==> src/rtl/baud_ctrl.sv <==
// baud_ctrl: owns the baud_gen divisor/enable, sequences safe divisor updates, and turns OSR ticks into bit/mid strobes.
// Optional macro BAUD_CTRL_BUSY_HOLD_EN: while tx/rx is mid-frame (busy_i), hold off divisor updates and run_i deassert.
module baud_ctrl #(
  parameter int DIV_W = 8,
  parameter int OSR   = 16,
  parameter int OSR_W = $clog2(OSR)
) (
  input  logic             clk_i,
  input  logic             reset_i,
  input  logic [DIV_W-1:0] cfg_div_i,
  input  logic             cfg_valid_i,
  output logic             cfg_ready_o,
  output logic             cfg_err_o,
  input  logic             run_i,
  input  logic             busy_i,
  input  logic             osr_tick_i,
  output logic             bg_en_o,
  output logic [DIV_W-1:0] bg_div_o,
  output logic             bit_tick_o,
  output logic             mid_tick_o,
  output logic             active_o
);

  typedef enum logic [1:0] {IDLE, RUN, UPDATE0, UPDATE1} state_t;

`ifdef BAUD_CTRL_BUSY_HOLD_EN
  localparam bit BUSY_HOLD = 1'b1;
`else
  localparam bit BUSY_HOLD = 1'b0;
`endif

  localparam logic [OSR_W-1:0] CNT_LAST = OSR_W'(OSR - 1);
  localparam logic [OSR_W-1:0] CNT_MID  = OSR_W'(OSR / 2 - 1);

  state_t           state_q, state_d;
  logic [DIV_W-1:0] div_q, div_d;
  logic [OSR_W-1:0] cnt_q, cnt_d;
  logic             en_q;
  logic             bit_q, bit_d;
  logic             mid_q, mid_d;
  logic             err_q, err_d;
  logic             hold;
  logic             ready;
  logic             accept;
  logic             counting;

  assign hold  = BUSY_HOLD & busy_i;
  assign ready = (state_q == IDLE) | ((state_q == RUN) & ~hold);

  always_comb begin
    state_d  = state_q;
    div_d    = div_q;
    err_d    = 1'b0;
    cnt_d    = '0;
    bit_d    = 1'b0;
    mid_d    = 1'b0;
    accept   = cfg_valid_i & ready;
    counting = 1'b0;

    if (accept && cfg_div_i == '0) begin
      // a zero divisor is consumed but never reaches baud_gen
      err_d = 1'b1;
    end else if (accept) begin
      div_d   = cfg_div_i;
      state_d = UPDATE0;
    end else begin
      case (state_q)
        IDLE:    if (run_i && div_q != '0) state_d = RUN;
        RUN:     if (!run_i && !hold) state_d = IDLE;
        UPDATE0: state_d = UPDATE1;
        UPDATE1: state_d = run_i ? RUN : IDLE;
        default: state_d = IDLE;
      endcase
    end

    // ticks only count in cycles that start and stay in RUN; any exit restarts the bit
    counting = (state_q == RUN) && (state_d == RUN);
    if (counting) begin
      cnt_d = cnt_q;
      if (osr_tick_i) begin
        mid_d = (cnt_q == CNT_MID);
        bit_d = (cnt_q == CNT_LAST);
        cnt_d = (cnt_q == CNT_LAST) ? '0 : cnt_q + OSR_W'(1);
      end
    end
  end

  always_ff @(posedge clk_i or negedge reset_i) begin
    if (!reset_i) begin
      state_q <= IDLE;
      div_q   <= '0;
      cnt_q   <= '0;
      en_q    <= 1'b0;
      bit_q   <= 1'b0;
      mid_q   <= 1'b0;
      err_q   <= 1'b0;
    end else begin
      state_q <= state_d;
      div_q   <= div_d;
      cnt_q   <= cnt_d;
      en_q    <= (state_d == RUN);
      bit_q   <= bit_d;
      mid_q   <= mid_d;
      err_q   <= err_d;
    end
  end

  assign cfg_ready_o = ready;
  assign cfg_err_o   = err_q;
  assign bg_en_o     = en_q;
  assign active_o    = en_q;
  assign bg_div_o    = div_q;
  assign bit_tick_o  = bit_q;
  assign mid_tick_o  = mid_q;

endmodule
==> config.mk <==
export PLATFORM = sky130hd
export DESIGN_NAME = baud_ctrl
export DESIGN_NICKNAME = d
export VERILOG_FILES = /design/src/rtl/baud_ctrl.sv
export SDC_FILE = /design/constraint.sdc
export NUM_CORES = 1
export LEC_CHECK = 0
export ABC_AREA = 1
export CORE_UTILIZATION = 30
export DETAILED_ROUTE_END_ITERATION = 7
export GPL_TIMING_DRIVEN = 1
export SYNTH_ARGS = -nofsm -noshare
export SYNTH_HDL_FRONTEND = slang
export SYNTH_SLANG_ARGS = --single-unit
==> constraint.sdc <==
create_clock -name clk_i -period 2.6 [get_ports clk_i]
set_clock_uncertainty 0.1 [all_clocks]
set_input_delay 0.26 -clock clk_i [delete_from_list [all_inputs] [get_ports clk_i]]
set_output_delay 0.26 -clock clk_i [all_outputs]
set_load 0.02 [all_outputs]
==> impl_metrics.json, run 1 <==
{
  "path_max_fanout": 5,
  "initial_utilization": 0.314,
  "wl_per_cell_um": 9.62,
  "regArea_um2": 450,
  "die_w_um": 55.5,
  "io_pins": 28,
  "r2r-end": "bit_tick_o$_DFF_PN0_",
  "drc": 0,
  "outcome": "finished clean",
  "clkSinkCount": 18,
  "clockRootBuffer": "clkbuf_4",
  "synthArstFlopShare": 1.00,
  "yosysTopAreaCellShare": 0.526,
  "critPathArrivalTime_ns": 1.42,
  "leakagePower_nw": 0.579,
  "slew_viol_final": 0,
  "syn_area_per_cell_um2": 8.32,
  "setup_viol": 0,
  "layout-drive-gt1-share": 0.0992,
  "cts_setup_buffers": 0,
  "gr-total-overflow": 0,
  "synth_flop_cell": "dfrtp_1",
  "synth_top_cell_by_area": "dfrtp_1",
  "cts_htree_levels": 1,
  "fillCellCount": 288,
  "maxCapViolCount": 0,
  "fin_cells": 162,
  "startpoint": "state_q[1]$_DFF_PN0_",
  "seq_area_frac_synth": 0.526,
  "num_antenna_cells": 0,
  "ys_top_cells_by_count": "nand2_1, dfrtp_1, nor2_1, inv_1, o21ai_0",
  "antenna_left": 0,
  "start_kind": "register",
  "fp-row-count": 19,
  "synth_area_leaders": "dfrtp_1, nand2_1, nor2_1, inv_1, o21ai_2",
  "core_area_um2": 2730,
  "required_ns": 2.24,
  "place_congestion": 0.730,
  "path_class": "reg -> out",
  "drt_iter0_drc": 7,
  "synth_cell_types": 20,
  "synth_area_um2": 857,
  "area_delta_synth_final_pct": 36.9,
  "rsz0062_at_grt": "no",
  "cellPowerDensity_nw_per_um2": 912,
  "crit_path_end_kind": "primary output",
  "synth_nets": 118,
  "fin_total_pwr_mw": 1.07,
  "port_buffers": 26,
  "synth.most_common_cell": "nand2_1",
  "fin_setup_tns_ns": 0,
  "synth_edf_count": 0,
  "max_slew_margin": 0.467,
  "clk_pin_slew_ns": 0.10,
  "synthCells": 103,
  "fin_hold_ws_ns": 0.319,
  "endpoint": "cfg_ready_o",
  "final_util": 0.429,
  "r2r_slack_ns": 1.22,
  "ys.warnings.count": 0,
  "grt_pass1_wl_mm": 2.65,
  "detailed_place_hpwl_mm": 1.23,
  "numCtsBuffers": 3,
  "hold_viol": 0,
  "hold_buffers": 0,
  "num-nets-final": 147,
  "cts_tree": "built",
  "r2r_cells": 7,
  "dp_cells": 158,
  "antenna_found_initial": 0,
  "cts_resized": 0,
  "grt_usage": 0.111,
  "design.die.area_um2": 3070,
  "drt_pass1_iterations": 4,
  "min_period_over_period": 0.684,
  "via_per_inst": 4.29,
  "worst_pin_slew_ns": 0.797,
  "multi_input_area_um2": 324,
  "fin_crit_ns": 1.78,
  "drt_wl_total_mm": 1.56,
  "clock.fmax_mhz": 562,
  "vdd_drop_max_mv": 0.590,
  "cts_max_path_buffers": 2,
  "vias": 695,
  "synth-seq-cells": 18,
  "grt_max_degree": 19,
  "dieHeight_um": 55.5,
  "grt_pass1_vias": 655,
  "min_path_type": "in -> async",
  "insertion_delay_ns": 0.29,
  "reg2reg_from": "bg_div_o[3]$_DFFE_PN0P_"
}
[placed cells by master (no fill, tap or decap), types with 3 or more instances in the layout]
master	synthesis	routed
or2_2	3	3
dfrtp_1	18	18
clkdlybuf4s50_1	0	26
a21oi_1	3	3
inv_1	17	17
nand3_1	3	3
o21ai_2	3	3
nor2_1	18	18
nand2_1	22	22
o21ai_0	5	5
clkbuf_4	0	3
[registers in the layout (all words and copies together), names as in the netlist]
register    flops
active_o        1
bg_div_o        8
cfg_err_o       1
state_q         2
mid_tick_o      1
bit_tick_o      1
cnt_q           4
[worst min-delay path by stage]
stage                            startpoint                       to  slack, ns
floorplan                           reset_i       active_o$_DFF_PN0_      -0.14
global placement    bg_div_o[7]$_DFFE_PN0P_  bg_div_o[7]$_DFFE_PN0P_       0.40
detailed placement  bg_div_o[5]$_DFFE_PN0P_  bg_div_o[5]$_DFFE_PN0P_       0.40
CTS                                 reset_i     cnt_q[2]$_DFFE_PN0P_       0.35
global route                        reset_i     cnt_q[2]$_DFFE_PN0P_       0.39
finish                              reset_i     cnt_q[2]$_DFFE_PN0P_       0.32
[per-stage QoR]
| step | worst slack, ns | cell area, um^2 |
|---|---|---|
| finish | 0.822 | 1170 |
| CTS | 0.793 | 1170 |
| global route | 0.756 | 1170 |
| floorplan | 1.24 | 857 |
| detailed placement | 0.795 | 1140 |
| global placement | 0.821 | 1140 |
[kinds of logic (layout without fill, tap and decap cells)]
| group | Yosys count | count (layout) | synth area share |
|---|---|---|---|
| AND/OR/NAND/NOR | 53 | 53 | 0.274 |
| flip-flops | 18 | 18 | 0.526 |
| multiplexers | 1 | 1 | 0.0117 |
| AO/OA/AOI/OAI | 11 | 11 | 0.0774 |
| buffers and inverters | 19 | 47 | 0.0964 |
| adder cells (fa/ha/maj) | 1 | 1 | 0.0146 |
[power breakdown]
group,leakage [nW],switching [mW],internal [mW]
clock,0.0210,0.0856,0.0853
sequential,0.232,0.0713,0.363
combinational,0.327,0.246,0.219
[layer usage]
layer | global-route usage | routed length, um | vias to the layer above
li1 | - | - | 374
met1 | 0.128 | 723 | 296
met2 | 0.182 | 694 | 25
met3 | 0.0609 | 140 | 0
met4 | 0.0214 | 0 | 0
met5 | 0 | 0 | -
[critical path: stages, from the launching register on]
cell and delay, ns:
dfrtp_1 0.46, inv_1 0.08, clkdlybuf4s50_1 0.59
[layout make-up]
type	count	share of cell area
Clock buffer	4	0.0309
Multi-Input combinational cell	66	0.276
Timing Repair Buffer	26	0.222
Inverter	17	0.0544
Tap cell	31	0.0330
Sequential cell	18	0.384
No activity file was read; power rests on OpenSTA's default activity.
==> run 2, diff against run 1 <==
==> constraint.sdc (replaced) <==
create_clock -name clk_i -period 1.5 [get_ports clk_i]
set_clock_uncertainty 0.1 [all_clocks]
set_input_delay 0.15 -clock clk_i [delete_from_list [all_inputs] [get_ports clk_i]]
set_output_delay 0.15 -clock clk_i [all_outputs]
set_load 0.02 [all_outputs]
==> run 2 against run 1 <==
Net effect: count of clock-buffer cells in the layout is the same; sequential power grew 72%; flip-flop and latch count is the same; worst hold slack lost 0.26 ns; final cell count grew 3.7%; routed wire length grew 1.1%; critical path type is now reg -> reg; critical endpoint is now cnt_q[1]$_DFFE_PN0P_; largest power group is now sequential cells.
==> impl_metrics.json, run 2 (same netlist as run 1, synthesis figures left out) <==
{
  "layout_commonest_cell": "nand2_1",
  "rsz0062_at_grt": "no",
  "drt_iter0_drc": 21,
  "critPathArrivalTime_ns": 1.49,
  "fillCellCount": 284,
  "largest_register_ffs": 8,
  "numCtsBuffers": 3,
  "cts_max_path_buffers": 2,
  "clockRootBuffer": "clkbuf_4",
  "dr_wl_met2_um": 772,
  "max_slew_margin": 0.848,
  "insertion_delay_ns": 0.29,
  "num_antenna_cells": 0,
  "required_ns": 1.59,
  "dieHeight_um": 55.5,
  "via_per_inst": 4.39,
  "maxCapViolCount": 0,
  "vias": 738,
  "top_layer": "met4",
  "slew_viol_final": 0,
  "cts_resized": 11,
  "regArea_um2": 450,
  "clock.fmax_mhz": 717,
  "min_period_over_period": 0.930,
  "outcome": "finished clean",
  "antenna_found_initial": 0,
  "port_buffers": 26,
  "initial_utilization": 0.314,
  "drt_wl_total_mm": 1.58,
  "wl_per_cell_um": 9.38,
  "fin_cells": 168,
  "multi_input_area_um2": 324,
  "min_path_type": "in -> async",
  "drc": 0,
  "leakagePower_nw": 0.687,
  "num-nets-final": 153,
  "dp_cells": 164,
  "clkSinkCount": 18,
  "place_congestion": 0.760,
  "gr-total-overflow": 0,
  "fin_setup_tns_ns": 0,
  "cts_tree": "built",
  "area_delta_synth_final_pct": 41.5,
  "path_max_fanout": 6,
  "setup_viol": 0,
  "cts_htree_levels": 1,
  "detailed_place_hpwl_mm": 1.26,
  "io_pins": 28,
  "antenna_left": 0,
  "hold_viol": 0,
  "worst_pin_slew_ns": 0.227,
  "design.die.area_um2": 3070,
  "grt_pass1_vias": 694,
  "grt_usage": 0.111,
  "crit_path_end_kind": "register",
  "clk_pin_slew_ns": 0.10,
  "core_area_um2": 2730,
  "hold_buffers": 0,
  "fin_crit_ns": 1.40,
  "grt_max_degree": 19,
  "drt_pass1_iterations": 4,
  "fin_hold_ws_ns": 0.0635,
  "cts_setup_buffers": 0,
  "met3_length_um": 110,
  "layout-drive-gt1-share": 0.139,
  "drt-met1-wl_um": 677,
  "vdd_drop_max_mv": 0.810,
  "fp-row-count": 19,
  "layout_common_cells": "nand2_1, nor2_1, dfrtp_1",
  "path_class": "reg -> reg",
  "cellPowerDensity_nw_per_um2": 1470,
  "die_w_um": 55.5,
  "grt_pass1_wl_mm": 2.68,
  "start_kind": "register"
}
==> run 2: changes by cell type in the layout (fill, tap and decap cells not counted), sizes merged <==
cell / delta
clkdlybuf4s50: -14
dlygate4sd2: +11
buf: +6
dlymetal6s2s: +3
==> run 2: per-stage QoR <==
step / setup slack, ns / power [mW] / util / cell area, um^2
CTS: 0.00903 / 1.81 / 0.441 / 1200
floorplan: 0.144 / 1.22 / - / 857
global route: 0.0103 / 1.91 / 0.443 / 1210
finish: 0.104 / 1.78 / 0.443 / 1210
global placement: -0.0335 / 1.60 / 0.432 / 1180
detailed placement: -0.0705 / 1.61 / 0.432 / 1180
==> run 2: final timing paths <==
check                                              from                 endpoint  slack (ns)  cells after the start
worst max-delay path            bg_div_o[3]$_DFFE_PN0P_     cnt_q[1]$_DFFE_PN0P_        0.10                      7
worst min-delay path                            reset_i     cnt_q[2]$_DFFE_PN0P_        0.06                      2
worst max register to register  bg_div_o[3]$_DFFE_PN0P_     cnt_q[1]$_DFFE_PN0P_        0.10                      7
worst min register to register  bg_div_o[0]$_DFFE_PN0P_  bg_div_o[0]$_DFFE_PN0P_        0.42                      2
max in group asynchronous                       reset_i  bg_div_o[0]$_DFFE_PN0P_        1.04                      2
min in group clk_i                         cfg_div_i[0]  bg_div_o[0]$_DFFE_PN0P_        0.32                      3
==> run 2: layout make-up <==
cell class / count / area share
well taps: 31 / 0.0320
inverters: 17 / 0.0526
flip-flops and latches: 18 / 0.372
multi-input cells: 66 / 0.267
repair buffers: 32 / 0.247
clock buffers: 4 / 0.0299
==> run 2: routing by layer <==
metal | global-route usage | vias to the layer above
li1 | - | 381
met1 | 0.123 | 330
met2 | 0.189 | 25
met3 | 0.0281 | 2
met4 | 0.0643 | 0
met5 | 0 | -
==> run 2: report_power, final <==
group	internal, mW	total (mW)	switching, mW
Sequential	0.629	0.746	0.117
Clock	0.148	0.297	0.149
Combinational	0.306	0.738	0.432
==> run 2: critical path: stages, from the launching register on <==
cell and delay [ns]:
dfrtp_1 0.41, or2_2 0.29, nor2_1 0.13, nand2_1 0.06, nand2_1 0.05, nand2_1 0.07
nand3_2 0.12, nor2_1 0.06
